[config.mk]
export PLATFORM = sky130hd
export DESIGN_NAME = bp_lce_mem_arbiter_flat
export DESIGN_NICKNAME = d
export VERILOG_FILES = /design/src/rtl/bp_lce_mem_arbiter_if.sv /design/src/rtl/bp_lce_mem_arbiter.sv /design/src/flat_wrapper.sv
export SDC_FILE = /design/constraint.sdc
export NUM_CORES = 1
export LEC_CHECK = 0
export CORE_MARGIN = 2
export CORE_UTILIZATION = 30
export CTS_BUF_LIST = sky130_fd_sc_hd__clkbuf_8 sky130_fd_sc_hd__clkbuf_16
export CTS_CLUSTER_SIZE = 14
export DETAILED_ROUTE_END_ITERATION = 12
export PLACE_DENSITY = 0.83
export SLEW_MARGIN = 20
export SYNTH_ARGS = -nofsm -noshare
export SYNTH_HDL_FRONTEND = slang
export SYNTH_SLANG_ARGS = --single-unit
[constraint.sdc]
create_clock -name clk_i -period 1.4 [get_ports clk_i]
set_input_delay 0.14 -clock clk_i [delete_from_list [all_inputs] [get_ports clk_i]]
set_output_delay 0.14 -clock clk_i [all_outputs]
set_load 0.05 [all_outputs]
[src/rtl/bp_lce_mem_arbiter_if.sv]
// Bundles the requester and memory handshake signals of bp_lce_mem_arbiter.
//   slave  : the arbiter's view (request inputs, yumi/data outputs, memory side).
//   master : the environment's view (cache, LCE and memory models).
// Signal names keep the arbiter-relative _i/_o suffixes of the original ports.
interface bp_lce_mem_arbiter_if #(
    parameter int pkt_width_p  = 8,
    parameter int data_width_p = 8
);
    logic                    cache_pkt_v_i;
    logic [pkt_width_p-1:0]  cache_pkt_i;
    logic                    cache_pkt_read_i;
    logic                    cache_pkt_yumi_o;
    logic                    cache_data_v_o;
    logic [data_width_p-1:0] cache_data_o;
    logic                    cache_stall_o;

    logic                    lce_pkt_v_i;
    logic [pkt_width_p-1:0]  lce_pkt_i;
    logic                    lce_pkt_read_i;
    logic                    lce_pkt_yumi_o;
    logic                    lce_data_v_o;
    logic [data_width_p-1:0] lce_data_o;

    logic                    mem_pkt_v_o;
    logic [pkt_width_p-1:0]  mem_pkt_o;
    logic                    mem_pkt_yumi_i;
    logic [data_width_p-1:0] mem_data_i;

    modport slave (
        input  cache_pkt_v_i, cache_pkt_i, cache_pkt_read_i,
        output cache_pkt_yumi_o, cache_data_v_o, cache_data_o, cache_stall_o,
        input  lce_pkt_v_i, lce_pkt_i, lce_pkt_read_i,
        output lce_pkt_yumi_o, lce_data_v_o, lce_data_o,
        output mem_pkt_v_o, mem_pkt_o,
        input  mem_pkt_yumi_i, mem_data_i
    );

    modport master (
        output cache_pkt_v_i, cache_pkt_i, cache_pkt_read_i,
        input  cache_pkt_yumi_o, cache_data_v_o, cache_data_o, cache_stall_o,
        output lce_pkt_v_i, lce_pkt_i, lce_pkt_read_i,
        input  lce_pkt_yumi_o, lce_data_v_o, lce_data_o,
        input  mem_pkt_v_o, mem_pkt_o,
        output mem_pkt_yumi_i, mem_data_i
    );
endinterface

[src/rtl/bp_lce_mem_arbiter.sv]
// Arbitrates one single-ported cache memory between the cache pipeline and
// the LCE. The cache has priority until the LCE has waited
// timeout_max_limit_p cycles; then the LCE is forced through and the cache
// is stalled. Read data (one cycle after acceptance) is passed through and
// only the valid is steered to the requester that issued the read.
// Ports:
//   clk_i      clock
//   reset_n_i  asynchronous active-low reset
//   bus        requester/memory handshake bundle (slave modport)
module bp_lce_mem_arbiter #(
    parameter int pkt_width_p         = 8,
    parameter int data_width_p        = 8,
    parameter int timeout_max_limit_p = 4
) (
    input  logic                  clk_i,
    input  logic                  reset_n_i,
    bp_lce_mem_arbiter_if.slave   bus
);
    localparam int cnt_width_lp = $clog2(timeout_max_limit_p + 1);
    localparam logic [cnt_width_lp-1:0] cnt_max_lp = cnt_width_lp'(timeout_max_limit_p);

    typedef enum logic {
        e_cache_pri,
        e_lce_pri
    } state_e;

    state_e                  state_r;
    logic                    stall_r;
    logic [cnt_width_lp-1:0] wait_cnt_r;
    logic                    rd_v_r;
    logic                    rd_owner_r;

    logic                    grant_lce;
    logic                    mem_v;
    logic                    accept;
    logic                    granted_read;
    logic                    lce_yumi;
    logic [pkt_width_p-1:0]  granted_pkt;
    logic [data_width_p-1:0] rd_data;

    always_comb begin
        grant_lce    = bus.lce_pkt_v_i & ((state_r == e_lce_pri) | ~bus.cache_pkt_v_i);
        mem_v        = bus.cache_pkt_v_i | bus.lce_pkt_v_i;
        accept       = mem_v & bus.mem_pkt_yumi_i;
        lce_yumi     = accept & grant_lce;
        granted_read = grant_lce ? bus.lce_pkt_read_i : bus.cache_pkt_read_i;
        granted_pkt  = grant_lce ? bus.lce_pkt_i : bus.cache_pkt_i;
        rd_data      = bus.mem_data_i;
    end

    assign bus.mem_pkt_v_o      = mem_v;
    assign bus.mem_pkt_o        = granted_pkt;
    assign bus.cache_pkt_yumi_o = accept & ~grant_lce;
    assign bus.lce_pkt_yumi_o   = lce_yumi;
    assign bus.cache_stall_o    = stall_r;
    assign bus.cache_data_v_o   = rd_v_r & ~rd_owner_r;
    assign bus.lce_data_v_o     = rd_v_r & rd_owner_r;
    assign bus.cache_data_o     = rd_data;
    assign bus.lce_data_o       = rd_data;

    // stall_r mirrors the e_lce_pri state so the stall output is a flop.
    always_ff @(posedge clk_i or negedge reset_n_i) begin
        if (!reset_n_i) begin
            state_r    <= e_cache_pri;
            stall_r    <= 1'b0;
            wait_cnt_r <= '0;
            rd_v_r     <= 1'b0;
            rd_owner_r <= 1'b0;
        end else begin
            case (state_r)
                e_cache_pri: begin
                    if ((wait_cnt_r == cnt_max_lp) && bus.lce_pkt_v_i) begin
                        state_r <= e_lce_pri;
                        stall_r <= 1'b1;
                    end
                end
                e_lce_pri: begin
                    if (lce_yumi || !bus.lce_pkt_v_i) begin
                        state_r <= e_cache_pri;
                        stall_r <= 1'b0;
                    end
                end
                default: begin
                    state_r <= e_cache_pri;
                    stall_r <= 1'b0;
                end
            endcase

            if (!bus.lce_pkt_v_i || lce_yumi)
                wait_cnt_r <= '0;
            else if (wait_cnt_r != cnt_max_lp)
                wait_cnt_r <= wait_cnt_r + 1'b1;

            rd_v_r <= accept & granted_read;
            if (accept && granted_read)
                rd_owner_r <= grant_lce;
        end
    end
endmodule
[src/flat_wrapper.sv]
// flat-port wrapper written by rule: the top's interface ports become plain ports
module bp_lce_mem_arbiter_flat 
#(
    parameter int pkt_width_p         = 8,
    parameter int data_width_p        = 8,
    parameter int timeout_max_limit_p = 4
)
  (clk_i, reset_n_i, bus_cache_pkt_v_i, bus_cache_pkt_i, bus_cache_pkt_read_i, bus_cache_pkt_yumi_o, bus_cache_data_v_o, bus_cache_data_o, bus_cache_stall_o, bus_lce_pkt_v_i, bus_lce_pkt_i, bus_lce_pkt_read_i, bus_lce_pkt_yumi_o, bus_lce_data_v_o, bus_lce_data_o, bus_mem_pkt_v_o, bus_mem_pkt_o, bus_mem_pkt_yumi_i, bus_mem_data_i);
  bp_lce_mem_arbiter_if #(.pkt_width_p(pkt_width_p), .data_width_p(data_width_p)) bus_i ();
  input  logic clk_i;
  input  logic reset_n_i;
  input wire logic [$bits(bus_i.cache_pkt_v_i)-1:0] bus_cache_pkt_v_i;
  input wire logic [$bits(bus_i.cache_pkt_i)-1:0] bus_cache_pkt_i;
  input wire logic [$bits(bus_i.cache_pkt_read_i)-1:0] bus_cache_pkt_read_i;
  output wire logic [$bits(bus_i.cache_pkt_yumi_o)-1:0] bus_cache_pkt_yumi_o;
  output wire logic [$bits(bus_i.cache_data_v_o)-1:0] bus_cache_data_v_o;
  output wire logic [$bits(bus_i.cache_data_o)-1:0] bus_cache_data_o;
  output wire logic [$bits(bus_i.cache_stall_o)-1:0] bus_cache_stall_o;
  input wire logic [$bits(bus_i.lce_pkt_v_i)-1:0] bus_lce_pkt_v_i;
  input wire logic [$bits(bus_i.lce_pkt_i)-1:0] bus_lce_pkt_i;
  input wire logic [$bits(bus_i.lce_pkt_read_i)-1:0] bus_lce_pkt_read_i;
  output wire logic [$bits(bus_i.lce_pkt_yumi_o)-1:0] bus_lce_pkt_yumi_o;
  output wire logic [$bits(bus_i.lce_data_v_o)-1:0] bus_lce_data_v_o;
  output wire logic [$bits(bus_i.lce_data_o)-1:0] bus_lce_data_o;
  output wire logic [$bits(bus_i.mem_pkt_v_o)-1:0] bus_mem_pkt_v_o;
  output wire logic [$bits(bus_i.mem_pkt_o)-1:0] bus_mem_pkt_o;
  input wire logic [$bits(bus_i.mem_pkt_yumi_i)-1:0] bus_mem_pkt_yumi_i;
  input wire logic [$bits(bus_i.mem_data_i)-1:0] bus_mem_data_i;
  assign bus_i.cache_pkt_v_i = bus_cache_pkt_v_i;
  assign bus_i.cache_pkt_i = bus_cache_pkt_i;
  assign bus_i.cache_pkt_read_i = bus_cache_pkt_read_i;
  assign bus_cache_pkt_yumi_o = bus_i.cache_pkt_yumi_o;
  assign bus_cache_data_v_o = bus_i.cache_data_v_o;
  assign bus_cache_data_o = bus_i.cache_data_o;
  assign bus_cache_stall_o = bus_i.cache_stall_o;
  assign bus_i.lce_pkt_v_i = bus_lce_pkt_v_i;
  assign bus_i.lce_pkt_i = bus_lce_pkt_i;
  assign bus_i.lce_pkt_read_i = bus_lce_pkt_read_i;
  assign bus_lce_pkt_yumi_o = bus_i.lce_pkt_yumi_o;
  assign bus_lce_data_v_o = bus_i.lce_data_v_o;
  assign bus_lce_data_o = bus_i.lce_data_o;
  assign bus_mem_pkt_v_o = bus_i.mem_pkt_v_o;
  assign bus_mem_pkt_o = bus_i.mem_pkt_o;
  assign bus_i.mem_pkt_yumi_i = bus_mem_pkt_yumi_i;
  assign bus_i.mem_data_i = bus_mem_data_i;
  bp_lce_mem_arbiter #(.pkt_width_p(pkt_width_p), .data_width_p(data_width_p), .timeout_max_limit_p(timeout_max_limit_p)) u_core (.clk_i(clk_i), .reset_n_i(reset_n_i), .bus(bus_i));
endmodule
==> results by group <==
Cells and area
  • Layout area overhead: 66.3%
  • Layout cells sized above 1: 0.407
  • Finished Core Util: 0.543
  • Commonest non-fill, non-tap cell in the layout: clkdlybuf4s50_1
  • Most frequent cells in the layout: clkdlybuf4s50_1 (21), buf_6 (9), mux2_4 (8), dfrtp_1 (7), buf_12 (6)
  • ANT cells: 0
  • Nets: 125
  • Filler cells: 177
  • Finished Cell Area: 0.00110 sq mm
  • Layout Cells excl Fill: 118

Die
  • DIE HEIGHT: 50.9 um
  • Core Area: 0.00202 sq mm
  • Die width: 50.9 um
  • FP Rows: 16
  • Starting density of the core: 0.327
  • IO Count: 61
  • Die area: 0.00259 sq mm

Power
  • Pwr/cell area: 808 mW/mm^2
  • Tot Pwr: 0.000888 W
  • Worst VDD drop: 0.572 mV
  • Leakage: 0.521 nW

Setup path
  • Crit-path max FO: 5
  • Worst path bufs/invs: 1
  • FF-to-FF End: u_core.rd_owner_r
  • Worst reg-to-reg setup slack: 120 ps
  • CP Class: register to output pin
  • Crit path DAT: 1380 ps
  • Worst path top cell family by delay: flip-flops
  • RR Startpoint: u_core.state_r
  • CP Cell Sequence: nand2b_4 > nand2_8 > mux2_4 > buf_6
  • CP peak stage delay: 380 ps
  • CP Launch Type: register
  • Crit end category: output pin
  • Slowest CP cell: dfrtp_1
  • R2R cell count: 4
  • Worst EP required: 1260 ps

Place
  • Placer Congestion: 0.701
  • Port bufs: 36
  • Placed Cells incl. Taps: 112
  • HPWL after DPL: 1.42 mm
  • Dpl ws: -152 ps
  • Placed Area: 997 sq um

Synthesis
  • Avg Cell Area, Syn: 10.8 sq um
  • Yosys top cell area share: 0.265
  • Compound-Gate Fraction of Synth Area: 0.0530
  • Mux share of post-synthesis cell area: 0.212
  • Unique masters post-synth: 23
  • Main combinational cell family by area after synthesis: buffers and inverters
  • Cells after Synth: 61
  • Synth Register Bits: 7
  • Seq/Total Area, Yosys: 0.265
  • Post-synthesis adder-cell area fraction: 0.0379
  • Post-Synth Simple-Gate Area: 0.197
  • Synthesized area: 661 sq um
  • Synth warn: 0
  • Syn nets: 94
  • Dominant cell type by area after synthesis: dfrtp_1
  • Leading post-synthesis cells by cell area: dfrtp_1 (27%), buf_4 (18%), mux2_4 (18%)
  • Synth Area in XOR/XNOR: 0.0133

GRT
  • GR Util met2: 0.255
  • First-pass GRT wire length: 2.68 mm
  • Vias in the first global route: 597
  • Grt ovf: 0
  • Largest net degree at the start of global routing: 8
  • Met1 Track Usage GR: 0.147
  • Initial antenna violation count: 0
  • Gr usage total: 0.140
  • Layer with the highest usage: met2
  • Grt met3 use: 0.0468

Detailed routing
  • Via density: 4.73
  • ANT nets after route: 0
  • DRC: 0
  • First-pass iteration count of the detailed router: 4
  • Drt total wl: 1.73 mm
  • Initial drt markers: 9
  • Vias post-DR: 558
  • WL per Instance: 14.6 um

Timing
  • Min Tclk post-route: 1520 ps
  • Final Hold Viols: 0
  • Final Slew Violations: 0
  • Unrepaired setup endpoints after global routing: true
  • Tcrit/Tclk final: 1.08
  • Final setup fails: 10
  • Fin worst setup slack: -119 ps
  • Rel. slew slack: 0.757
  • Final Skew: 1.98 ps
  • Peak Freq: 0.658 GHz
  • Worst-margin pin slew: 365 ps

Clock tree
  • Hold buffer count at CTS: 0
  • Skew-Pair Late Insertion Delay: 220 ps
  • Worst-path clk slew: 40 ps
  • Clk root buf: clkbuf_8
  • Clk sinks: 7
  • CTS Buffer Depth: 2
  • CTS HTree Levels: 1
  • Cts bufs inserted: 3
  • TritonCTS clock tree: done

Min path
  • Hold Path Class: primary input to asynchronous set/reset pin

Run status
  • Run status: finished with violations
  • Violated checks: negative setup slack

Job
  • Max Cap Viol: 0
[kinds of logic (layout without fill, tap and decap cells)]
family | after synthesis | after routing
buffers and inverters | 20 | 49
AO/OA/AOI/OAI | 4 | 4
flip-flops | 7 | 7
XOR/XNOR | 1 | 1
multiplexers | 10 | 10
adder cells (fa/ha/maj) | 2 | 2
AND/OR/NAND/NOR | 17 | 18
[report_power, final]
group | switching (W) | total, W | internal, W
Combinational | 0.000189 | 0.000386 | 0.000196
Clock | 0.0000830 | 0.000272 | 0.000189
Sequential | 0.0000110 | 0.000230 | 0.000219
Total | 0.000283 | 0.000888 | 0.000604
[layer usage]
metal / share of wire / vias to the layer above
li1: - / 255
met1: 0.36 / 286
met2: 0.58 / 15
met3: 0.056 / 2
met4: 0.0023 / 0
met5: 0 / -
[synthesized netlist by cell type]
| master | n |
|---|---|
| mux2i_1 | 2 |
| and3_1 | 2 |
| dfrtp_1 | 7 |
| nor2b_1 | 1 |
| o2bb2ai_1 | 1 |
| nor3b_2 | 1 |
| a22o_1 | 1 |
| nand2_1 | 4 |
| xnor2_1 | 1 |
| mux2_4 | 8 |
| inv_1 | 3 |
| and3_4 | 1 |
| o2111a_1 | 1 |
| or2_1 | 1 |
| o22ai_1 | 1 |
| buf_4 | 16 |
| ha_1 | 2 |
| buf_8 | 1 |
| and2_1 | 2 |
| nand3b_1 | 1 |
| nand4_1 | 2 |
| nand2b_4 | 1 |
| nand2_8 | 1 |
[stage by stage]
step	TNS, ps	hold slack, ps
3_3_place_gp	-1090	280
3_5_place_dp	-1350	280
6_report	-1040	174
4_1_cts	-1110	186
5_1_grt	-1430	196
2_1_floorplan	0	-156
[state kept, by name, summed over array words and instances (netlist names)]
name / cells
u_core.rd_owner_r: 1
u_core.rd_v_r: 1
u_core.state_r: 1
u_core.wait_cnt_r: 3
u_core.bus.cache_stall_o: 1
[worst reg2reg max path: cells and delay by family, from the launching register on]
kind / cells / cell delay [ps]
and+or+nand+nor: 2 / 390
DFF: 1 / 380
AOI/OAI and AO/OA: 1 / 230
buffers and inverters: 1 / 160
[worst max-delay path by stage]
stage / from / end / slack (ps) / cells after the start
6_report: u_core.state_r / bus_mem_pkt_o[6] / -120 / 4
3_5_place_dp: bus_cache_pkt_v_i / bus_mem_pkt_o[6] / -150 / 5
2_1_floorplan: bus_lce_pkt_v_i / bus_cache_pkt_yumi_o / 70 / 3
3_3_place_gp: bus_lce_pkt_v_i / bus_mem_pkt_o[0] / -130 / 4
4_1_cts: u_core.state_r / bus_mem_pkt_o[6] / -140 / 4
5_1_grt: u_core.state_r / bus_mem_pkt_o[6] / -160 / 4
[what timing repair did]
| item | in CTS | in global routing |
|---|---|---|
| setup endpoints to repair | 10 | 10 |
| cloned | 1 | 0 |
| resized for setup | 10 | 1 |
| setup buffers | 0 | 1 |
[cell type report]
type | instances | area [sq um] | share of cell area
flip-flops and latches | 7 | 175 | 0.159
multi-input cells | 35 | 355 | 0.323
repair buffers | 42 | 478 | 0.435
clock buffers | 3 | 41.3 | 0.0376
well taps | 27 | 33.8 | 0.0308
clock inverters | 1 | 3.75 | 0.00342
inverters | 3 | 11.3 | 0.0103
Power figures use the tool's default switching activity.
